## config.mk

```make
export PLATFORM = sky130hd
export DESIGN_NAME = endpoint_rx_fsm
export DESIGN_NICKNAME = d
export VERILOG_FILES = /design/src/rtl/endpoint_rx_fsm.sv
export SDC_FILE = /design/constraint.sdc
export NUM_CORES = 1
export LEC_CHECK = 0
export BUFFER_PORTS_ARGS = -buffer_cell sky130_fd_sc_hd__buf_4
export CAP_MARGIN = 20
export CORE_MARGIN = 2
export CORE_UTILIZATION = 59
export CTS_BUF_LIST = sky130_fd_sc_hd__clkbuf_2 sky130_fd_sc_hd__clkbuf_4 sky130_fd_sc_hd__clkbuf_8
export DETAILED_ROUTE_END_ITERATION = 10
export PLACE_DENSITY = 0.8
export SLEW_MARGIN = 20
export SYNTH_ARGS = -nofsm -noshare
export SYNTH_HDL_FRONTEND = slang
export SYNTH_SLANG_ARGS = --single-unit
export TNS_END_PERCENT = 30
```

## constraint.sdc

```tcl
create_clock -name clk -period 3.35 [get_ports clk]
set_input_delay 0.67 -clock clk [delete_from_list [all_inputs] [get_ports clk]]
set_output_delay 0.67 -clock clk [all_outputs]
set_load 0.01 [all_outputs]
```

## src/rtl/endpoint_rx_fsm.sv

```systemverilog
// Receive-side packet engine: parses flit headers, streams payload words into the RX cache
// ring buffer and queues one descriptor per completed packet until software releases it.
module endpoint_rx_fsm #(
  parameter int BUF_WORDS     = 128,
  parameter int NUM_MSGS      = 4,
  parameter int MAX_PKT_WORDS = 64,
  localparam int AW           = $clog2(BUF_WORDS)
) (
  input  logic          clk,
  input  logic          n_rst,
  input  logic [4:0]    node_id,
  input  logic          flit_valid,
  input  logic [31:0]   flit_data,
  output logic          flit_ready,
  output logic          buf_wen,
  output logic [AW-1:0] buf_waddr,
  output logic [31:0]   buf_wdata,
  output logic          desc_valid,
  output logic [AW-1:0] desc_start,
  output logic [6:0]    desc_len,
  output logic [4:0]    desc_src,
  input  logic          desc_release,
  output logic [7:0]    drop_count,
  output logic          err_pulse
);

  localparam int FW = $clog2(NUM_MSGS);

  typedef enum logic [1:0] {S_IDLE, S_PAYLOAD, S_DROP} state_t;

  typedef struct packed {
    logic [AW-1:0] start;
    logic [6:0]    len;
    logic [4:0]    src;
  } desc_t;

  state_t        state_q, state_d;
  logic [AW-1:0] wr_ptr_q, wr_ptr_d;
  logic [AW:0]   used_q, used_d;
  logic [6:0]    rem_q, rem_d;
  desc_t         cur_q, cur_d;
  desc_t         fifo_q [NUM_MSGS];
  logic [FW-1:0] rd_q, rd_d, wp_q, wp_d;
  logic [FW:0]   cnt_q, cnt_d;
  logic [7:0]    drop_q, drop_d;
  logic          err_q, err_d;

  logic [4:0]  h_dest, h_src;
  logic [6:0]  h_len;
  logic        bad_len, fifo_full, fifo_empty, room;
  logic [AW:0] free_w;
  logic        hdr_acc, hdr_bad, hdr_drop, pl_wr, push, pop;
  desc_t       head;
  logic        unused_hdr;

  assign h_dest     = flit_data[27:23];
  assign h_src      = flit_data[22:18];
  assign h_len      = flit_data[17:11];
  assign unused_hdr = ^{flit_data[31:28], flit_data[10:0]};

  assign bad_len    = (h_len == 7'd0) || (h_len > 7'(MAX_PKT_WORDS));
  assign fifo_full  = (cnt_q == (FW+1)'(NUM_MSGS));
  assign fifo_empty = (cnt_q == '0);
  assign free_w     = (AW+1)'(BUF_WORDS) - used_q;
  // Space for the whole packet is reserved when its header is taken, so payload never stalls.
  assign room       = (32'(free_w) >= 32'(h_len)) && !fifo_full;
  assign head       = fifo_q[rd_q];

  always_comb begin
    state_d    = state_q;
    flit_ready = 1'b0;
    hdr_acc    = 1'b0;
    hdr_bad    = 1'b0;
    hdr_drop   = 1'b0;
    pl_wr      = 1'b0;
    push       = 1'b0;
    case (state_q)
      S_IDLE: begin
        if (flit_valid) begin
          if (bad_len) begin
            flit_ready = 1'b1;
            hdr_bad    = 1'b1;
          end else if (h_dest != node_id) begin
            flit_ready = 1'b1;
            hdr_drop   = 1'b1;
            state_d    = S_DROP;
          end else if (room) begin
            flit_ready = 1'b1;
            hdr_acc    = 1'b1;
            state_d    = S_PAYLOAD;
          end
        end
      end
      S_PAYLOAD: begin
        flit_ready = 1'b1;
        if (flit_valid) begin
          pl_wr = 1'b1;
          if (rem_q == 7'd1) begin
            push    = 1'b1;
            state_d = S_IDLE;
          end
        end
      end
      S_DROP: begin
        flit_ready = 1'b1;
        if (flit_valid && rem_q == 7'd1) state_d = S_IDLE;
      end
      default: state_d = S_IDLE;
    endcase
  end

  assign pop = desc_release && !fifo_empty;

  always_comb begin
    rem_d    = rem_q;
    cur_d    = cur_q;
    wr_ptr_d = wr_ptr_q;
    if (hdr_acc || hdr_drop) rem_d = h_len;
    else if (state_q != S_IDLE && flit_valid) rem_d = rem_q - 7'd1;
    if (hdr_acc) begin
      cur_d.start = wr_ptr_q;
      cur_d.len   = h_len;
      cur_d.src   = h_src;
    end
    if (pl_wr) wr_ptr_d = wr_ptr_q + AW'(1);
    // Same-cycle write and release both land: net change applied.
    used_d = used_q + (AW+1)'(pl_wr) - (pop ? (AW+1)'(head.len) : '0);
    rd_d   = pop  ? rd_q + FW'(1) : rd_q;
    wp_d   = push ? wp_q + FW'(1) : wp_q;
    cnt_d  = cnt_q + (FW+1)'(push) - (FW+1)'(pop);
    drop_d = ((hdr_bad || hdr_drop) && drop_q != 8'hFF) ? drop_q + 8'd1 : drop_q;
    err_d  = hdr_bad || (desc_release && fifo_empty);
  end

  always_ff @(posedge clk or negedge n_rst) begin
    if (!n_rst) begin
      state_q  <= S_IDLE;
      wr_ptr_q <= '0;
      used_q   <= '0;
      rem_q    <= '0;
      cur_q    <= '0;
      rd_q     <= '0;
      wp_q     <= '0;
      cnt_q    <= '0;
      drop_q   <= '0;
      err_q    <= 1'b0;
      for (int i = 0; i < NUM_MSGS; i++) fifo_q[i] <= '0;
    end else begin
      state_q  <= state_d;
      wr_ptr_q <= wr_ptr_d;
      used_q   <= used_d;
      rem_q    <= rem_d;
      cur_q    <= cur_d;
      rd_q     <= rd_d;
      wp_q     <= wp_d;
      cnt_q    <= cnt_d;
      drop_q   <= drop_d;
      err_q    <= err_d;
      if (push) fifo_q[wp_q] <= cur_q;
    end
  end

  assign buf_wen    = pl_wr;
  assign buf_waddr  = pl_wr ? wr_ptr_q : '0;
  assign buf_wdata  = pl_wr ? flit_data : '0;
  assign desc_valid = !fifo_empty;
  assign desc_start = head.start;
  assign desc_len   = head.len;
  assign desc_src   = head.src;
  assign drop_count = drop_q;
  assign err_pulse  = err_q;

endmodule

```

==> results.ini, run 1 <==
[outcome]
outcome=complete, but fails checks
failed_checks=negative setup slack

[global_routing]
overflow=0
grt_pass1_vias=5217
grt_pass1_wl_microns=26000
gr-usage-all-layers_pct=26.3
antenna_found_initial=0
grt_max_degree=60

[logic_synthesis]
avgSynthCellArea_sq_um=12.6
synth_compound_area_share_pct=3.83
synth-simple-area-share_pct=10.4
ys.flop_type=dfrtp_1
synth.area.mux_share_pct=22.3
synth.cell_area_sq_um=6960
synth_top_family_by_area=multiplexers
synth_area_leader_cell=dfrtp_1
synthTopCellsByArea=dfrtp_1 49%, mux2_2 16%, ha_1 6.5%
synthArstFlopShare_pct=100
ys_types=53
yosysSeqAreaShare_pct=48.5
ys_ff_latch=135
synth_adder_area_share_pct=7.05
synth_top_area_share_pct=48.5
yosysMostFrequentCell=dfrtp_1
synth_nets=630
synthTopCellsByCount=135 x dfrtp_1, 97 x mux2_2, 40 x and3_1
synth_edf_count=0
ys_warn_count=0
synth-xor-area-share_pct=4.91
synthCells=551

[floorplanning]
row_count=39
pin_count=111
start_util_pct=60.7
die_h_microns=113
dieArea_sq_um=12700
core_sq_um=11500
die_w_microns=113

[detailed_routing]
wl_microns=15900
dr_wl_met2_microns=7950
routedWlPerCell_microns=18.9
top_layer_used=met4
drc=0
drt-vias-per-instance=5.76
detail-route-antenna-nets=0
route.layer.met1.wl_microns=6880
vias=4854
first_iter_violations=224
route.met3.wl_microns=667
drt_pre_antenna_iters=4

[min_path]
hp-class=input port to async pin

[cts]
clock_sinks=135
cts.path.max_buffers=2
clkLatencyLatePin_ps=450
htreeDepth=4
clk_pin_slew_ps=80
cts-root-buf=clkbuf_8
tritoncts=yes
numCtsBuffers=17

[layout]
diodes=0
finalNonFillerCells=842
final_core_util_pct=75.0
layout-drive-gt1-share_pct=43.8
final_cell_area_sq_um=8600
layout.nets=765
area_delta_synth_final_pct=23.6

[sta]
tightest_slew_ps=767
finalMaxSlewViolations=0
rsz0062_at_grt=yes
fin_ws_ps=-361
period_minus_slack_ps=3710
max_slew_margin_pct=48.9
fmax_mhz=270
fin_crit_sh_pct=111
setup_viol=1
setup_tns_ps=-361
hold_viol=0
clock-skew-final_ps=12.1

[power_and_ir_drop]
power_frac_comb_pct=37.2
p_sw_share_pct=35.2
power.switching_mw=1.98
cellLeakagePower_nw=4.44
power_mw=5.63
p_clk_share_pct=25.0
vdd_drop_max_mv=0.763
power_frac_seq_pct=37.8
power_density_nw_per_um2=655
p_int_mw=3.65

[critical_path]
cp_slowest_cell=or4_4
end_kind=output port
worstPathMaxFanout=2
cp.required_ps=2680
cp.arrival_ps=3040
path_cells=or4_4 -> nor2_4 -> xnor2_2 -> ha_1 -> a21o_2 -> a21oi_2 -> o211ai_1 -> o21a_4 -> nor4_4 -> nor3_2 -> buf_4
timing.rr.end=rem_q[1]
cp-endpoint=flit_ready
crit_path_start=used_q[3]
critical_path_class=register to output port
ff2ff_path_depth=16
startpoint_type=register
r2r-start=used_q[3]
cp_slowest_stage_delay_ps=560
ff2ff_setup_slack_ps=40

[placed_design]
routabilityCongestion=0.828
hpwlAfterDp_microns=10900
placed_area_sq_um=8050
dp_cells=803
port_buffers=110

[run]
cap_violations=0

## timing repair
| action | CTS | global route |
|---|---|---|
| setup endpoints to repair | 1 | 7 |
| pin swaps | 9 | 7 |
| gates resized for setup | 5 | 13 |
| setup buffers | 7 | 2 |
| hold buffers | 0 | 0 |
## stage by stage
| step | setup slack (ps) | hold WS (ps) |
|---|---|---|
| 3_5_place_dp | 25.3 | 489 |
| 2_1_floorplan | 200 | 374 |
| 6_report | -361 | 283 |
| 5_1_grt | -511 | 331 |
| 4_1_cts | -405 | 300 |
| 3_3_place_gp | 51.5 | 480 |
## power groups by stage
| stage | registers [mW] | clock network (mW) | logic (mW) |
|---|---|---|---|
| CTS | 2.12 | 1.43 | 2.03 |
| global placement | 2.13 | 0 | 1.84 |
| detailed placement | 2.14 | 0 | 1.92 |
| floorplan | 2.11 | 0 | 1.31 |
| global route | 2.16 | 1.49 | 2.30 |
| finish | 2.13 | 1.41 | 2.10 |
## layout make-up
cell class                 instances  area (sq um)
tap                              143           179
clock inverter                     9           115
fill                             762          2860
sequential                       135          3380
timing repair buffer             139          1070
clock buffer                      23           310
multi-input combinational        366          3450
inverter                          27           101
## registers in the layout, summed over array words and instances (netlist names)
name and count:
drop_count 8, cur_q 19, rem_q 7, wr_ptr_q 7
cnt_q 3, rd_q 2, wp_q 2, used_q 8
fifo_q 76, state_q 2, err_pulse 1
## cells in the final DEF, fill, tap and decap left out, types with 3 or more instances in the layout
cell / n
a21oi_1: 3
and2_1: 4
and3_1: 40
buf_4: 136
clkbuf_8: 22
clkinv_4: 3
dfrtp_1: 135
ha_1: 36
inv_1: 27
mux2_2: 97
mux2i_1: 3
mux4_2: 19
nand2_1: 28
nand3_1: 11
nand4_1: 6
nor2_1: 20
nor3_1: 6
nor3_2: 3
o211ai_1: 3
o21a_1: 4
o21ai_0: 5
xnor2_1: 25
xor2_1: 13
## cells by family after synthesis
group / count (synthesis)
simple gates: 135
flops: 135
mux: 119
buf+inv: 50
xor+xnor: 39
fa+ha+maj: 38
compound gates: 35
## routing by layer
layer,vias up,track usage (%)
met1,2438,33.5
met3,31,4.86
li1,2248,-
met5,-,0
met2,137,44.1
met4,0,11.9
## worst min path at each step
stage / start / endpoint / slack (ps) / cells past startpoint
after global placement: wr_ptr_q[2] / wr_ptr_q[2] / 480 / 1
final: n_rst / fifo_q[39] / 280 / 1
after floorplan: n_rst / cnt_q[0] / 370 / 0
after CTS: n_rst / fifo_q[39] / 300 / 1
after detailed placement: wr_ptr_q[2] / wr_ptr_q[2] / 490 / 1
after global routing: n_rst / fifo_q[39] / 330 / 1
## critical path, delay by kind of cell (launching register included)
kind,cells,cell delay [ps]
buffers and inverters,1,140
adders and majority gates,1,270
AOI/OAI and AO/OA,4,700
xor gates and xnor gates,1,120
and+or+nand+nor,4,960
DFF,1,380
No activity file was read; power rests on OpenSTA's default activity.
==> inputs of run 2 (changes only) <==
==> constraint.sdc (replaced) <==
create_clock -name clk -period 3.35 [get_ports clk]
set_input_delay 0.1675 -clock clk [delete_from_list [all_inputs] [get_ports clk]]
set_output_delay 0.1675 -clock clk [all_outputs]
set_load 0.01 [all_outputs]
==> results.ini, run 2 (synthesis gave the netlist of run 1 again) <==
[sta]
setup_tns_ps=0
period_minus_slack_ps=3210
tightest_slew_ps=744
fin_crit_sh_pct=95.7
fmax_mhz=312
max_slew_margin_pct=50.4
setup_viol=0
finalMaxSlewViolations=0
hold_viol=0
holdWs_ps=22.8
rsz0062_at_grt=no
clock-skew-final_ps=15.6

[placed_design]
routabilityCongestion=0.873
dp_cells=791
port_buffers=110
hpwlAfterDp_microns=10600

[detailed_routing]
first_iter_violations=336
detail-route-antenna-nets=0
drt-vias-per-instance=5.82
wl_microns=15700
vias=4905
drt_pre_antenna_iters=4
drc=0
routedWlPerCell_microns=18.6

[critical_path]
critical_path_class=register to output port
path_cells=or4_4 -> nor2_4 -> xnor2_2 -> ha_1 -> a21o_2 -> a21oi_2 -> o211ai_1 -> o21a_4 -> nor4_4 -> nor3_2 -> buf_4
cp.required_ps=3180
startpoint_type=register
worstPathMaxFanout=2
end_kind=output port
cp_slowest_stage_delay_ps=560
cp.arrival_ps=3040
cp_slowest_cell=or4_4

[global_routing]
use_met3_pct=6.21
grt_max_degree=80
grt_pass1_vias=5094
met1_usage_pct=33.9
busiest_layer=met2
grt_pass1_wl_microns=25600
overflow=0
gr-usage-all-layers_pct=26.1
grt_use_met2_pct=43.0
antenna_found_initial=0

[layout]
diodes=0
largest-register=fifo_q
area_delta_synth_final_pct=23.9
final_core_util_pct=75.2
largest_register_ffs=76
final_common_cell=dfrtp_1
layout.nets=766
finalNonFillerCells=843
reg_top3=fifo_q: 76 flops, cur_q: 19 flops
final_cell_mix=135 x dfrtp_1, 126 x buf_4, 97 x mux2_2, 40 x and3_1, 36 x ha_1
layout-drive-gt1-share_pct=41.3

[cts]
tritoncts=yes
clkLatencyLatePin_ps=450
cts-root-buf=clkbuf_8
htreeDepth=4
numCtsBuffers=17
clk_pin_slew_ps=80
clock_sinks=135
cts.path.max_buffers=2

[floorplanning]
start_util_pct=60.7
die_w_microns=113
die_h_microns=113
row_count=39
pin_count=111
dieArea_sq_um=12700
core_sq_um=11500

[power_and_ir_drop]
power.switching_mw=1.94
power_mw=5.65
vdd_drop_max_mv=0.636
p_clk_share_pct=27.0
cellLeakagePower_nw=4.44
p_int_mw=3.71
p_sw_share_pct=34.4
power_density_nw_per_um2=655
power_frac_seq_pct=37.9
power_frac_comb_pct=35.1

[outcome]
outcome=finished, final reports clean

[min_path]
hp-class=input port to register

[run]
cap_violations=0

run 2: cell count changes in the layout (fill, tap and decap cells not counted), moves of 2 or more:
cell and delta:
o21ai_1 -2, bufinv_16 +2, clkinv_2 +2, nor3_1 +2, nor3_2 -2, dlygate4sd3_1 +13, o21ai_0 +2, buf_4 -10
run 2: critical path: cells and delay by family (launching register included):
| kind | cells | cell delay, ps |
|---|---|---|
| AND/OR/NAND/NOR | 4 | 910 |
| AO/OA/AOI/OAI | 4 | 740 |
| flip-flops | 1 | 390 |
| adder cells (fa/ha/maj) | 1 | 270 |
| buffers and inverters | 1 | 140 |
| XOR/XNOR | 1 | 130 |
run 2: final cells by class:
class,count,area [sq um]
Tap cell,143,179
Sequential cell,135,3380
Multi-Input combinational cell,366,3410
Inverter,27,101
Timing Repair Buffer,140,1100
Clock buffer,21,289
Clock inverter,11,169
Fill cell,726,2840
run 2: power groups by stage:
stage	logic, mW	clock network [mW]	registers [mW]
after detailed placement	1.83	0	2.17
after floorplan	1.31	0	2.11
after global routing	2.19	1.62	2.17
after global placement	1.75	0	2.14
final	1.98	1.53	2.14
after CTS	1.94	1.55	2.13
run 2: what timing repair did:
action | CTS | global route
hold buffers | 13 | 0
gates resized for setup | 5 | 2
pin swaps | 4 | 5
hold endpoints to repair | 68 | 0
setup buffers | 4 | 3
endpoints found under the setup margin | 1 | 1
run 2: final timing paths:
kind,startpoint,endpoint,slack [ps],cells past startpoint
min,flit_data[11],cur_q[5],20,2
min reg2reg,drop_count[6],drop_count[6],500,1
max,used_q[3],flit_ready,140,11
min in group asynchronous,n_rst,fifo_q[57],330,2
max reg2reg,used_q[3],cur_q[1],200,11
max in group asynchronous,n_rst,drop_count[3],2150,3
run 2: metrics by stage:
step                      setup WS (ps)  cell area, sq um
after floorplan                     211              6960
after global placement              388              7950
after detailed placement            284              7950
after CTS                         0.179              8590
after global routing               40.6              8620
final                               143              8620
run 2: metal layers:
layer,share of wire (%),up-vias,wire (microns)
li1,-,2246,-
met1,42,2492,6660
met2,52,138,8110
met3,4.3,29,679
met4,1.5,0,242
met5,0,-,0
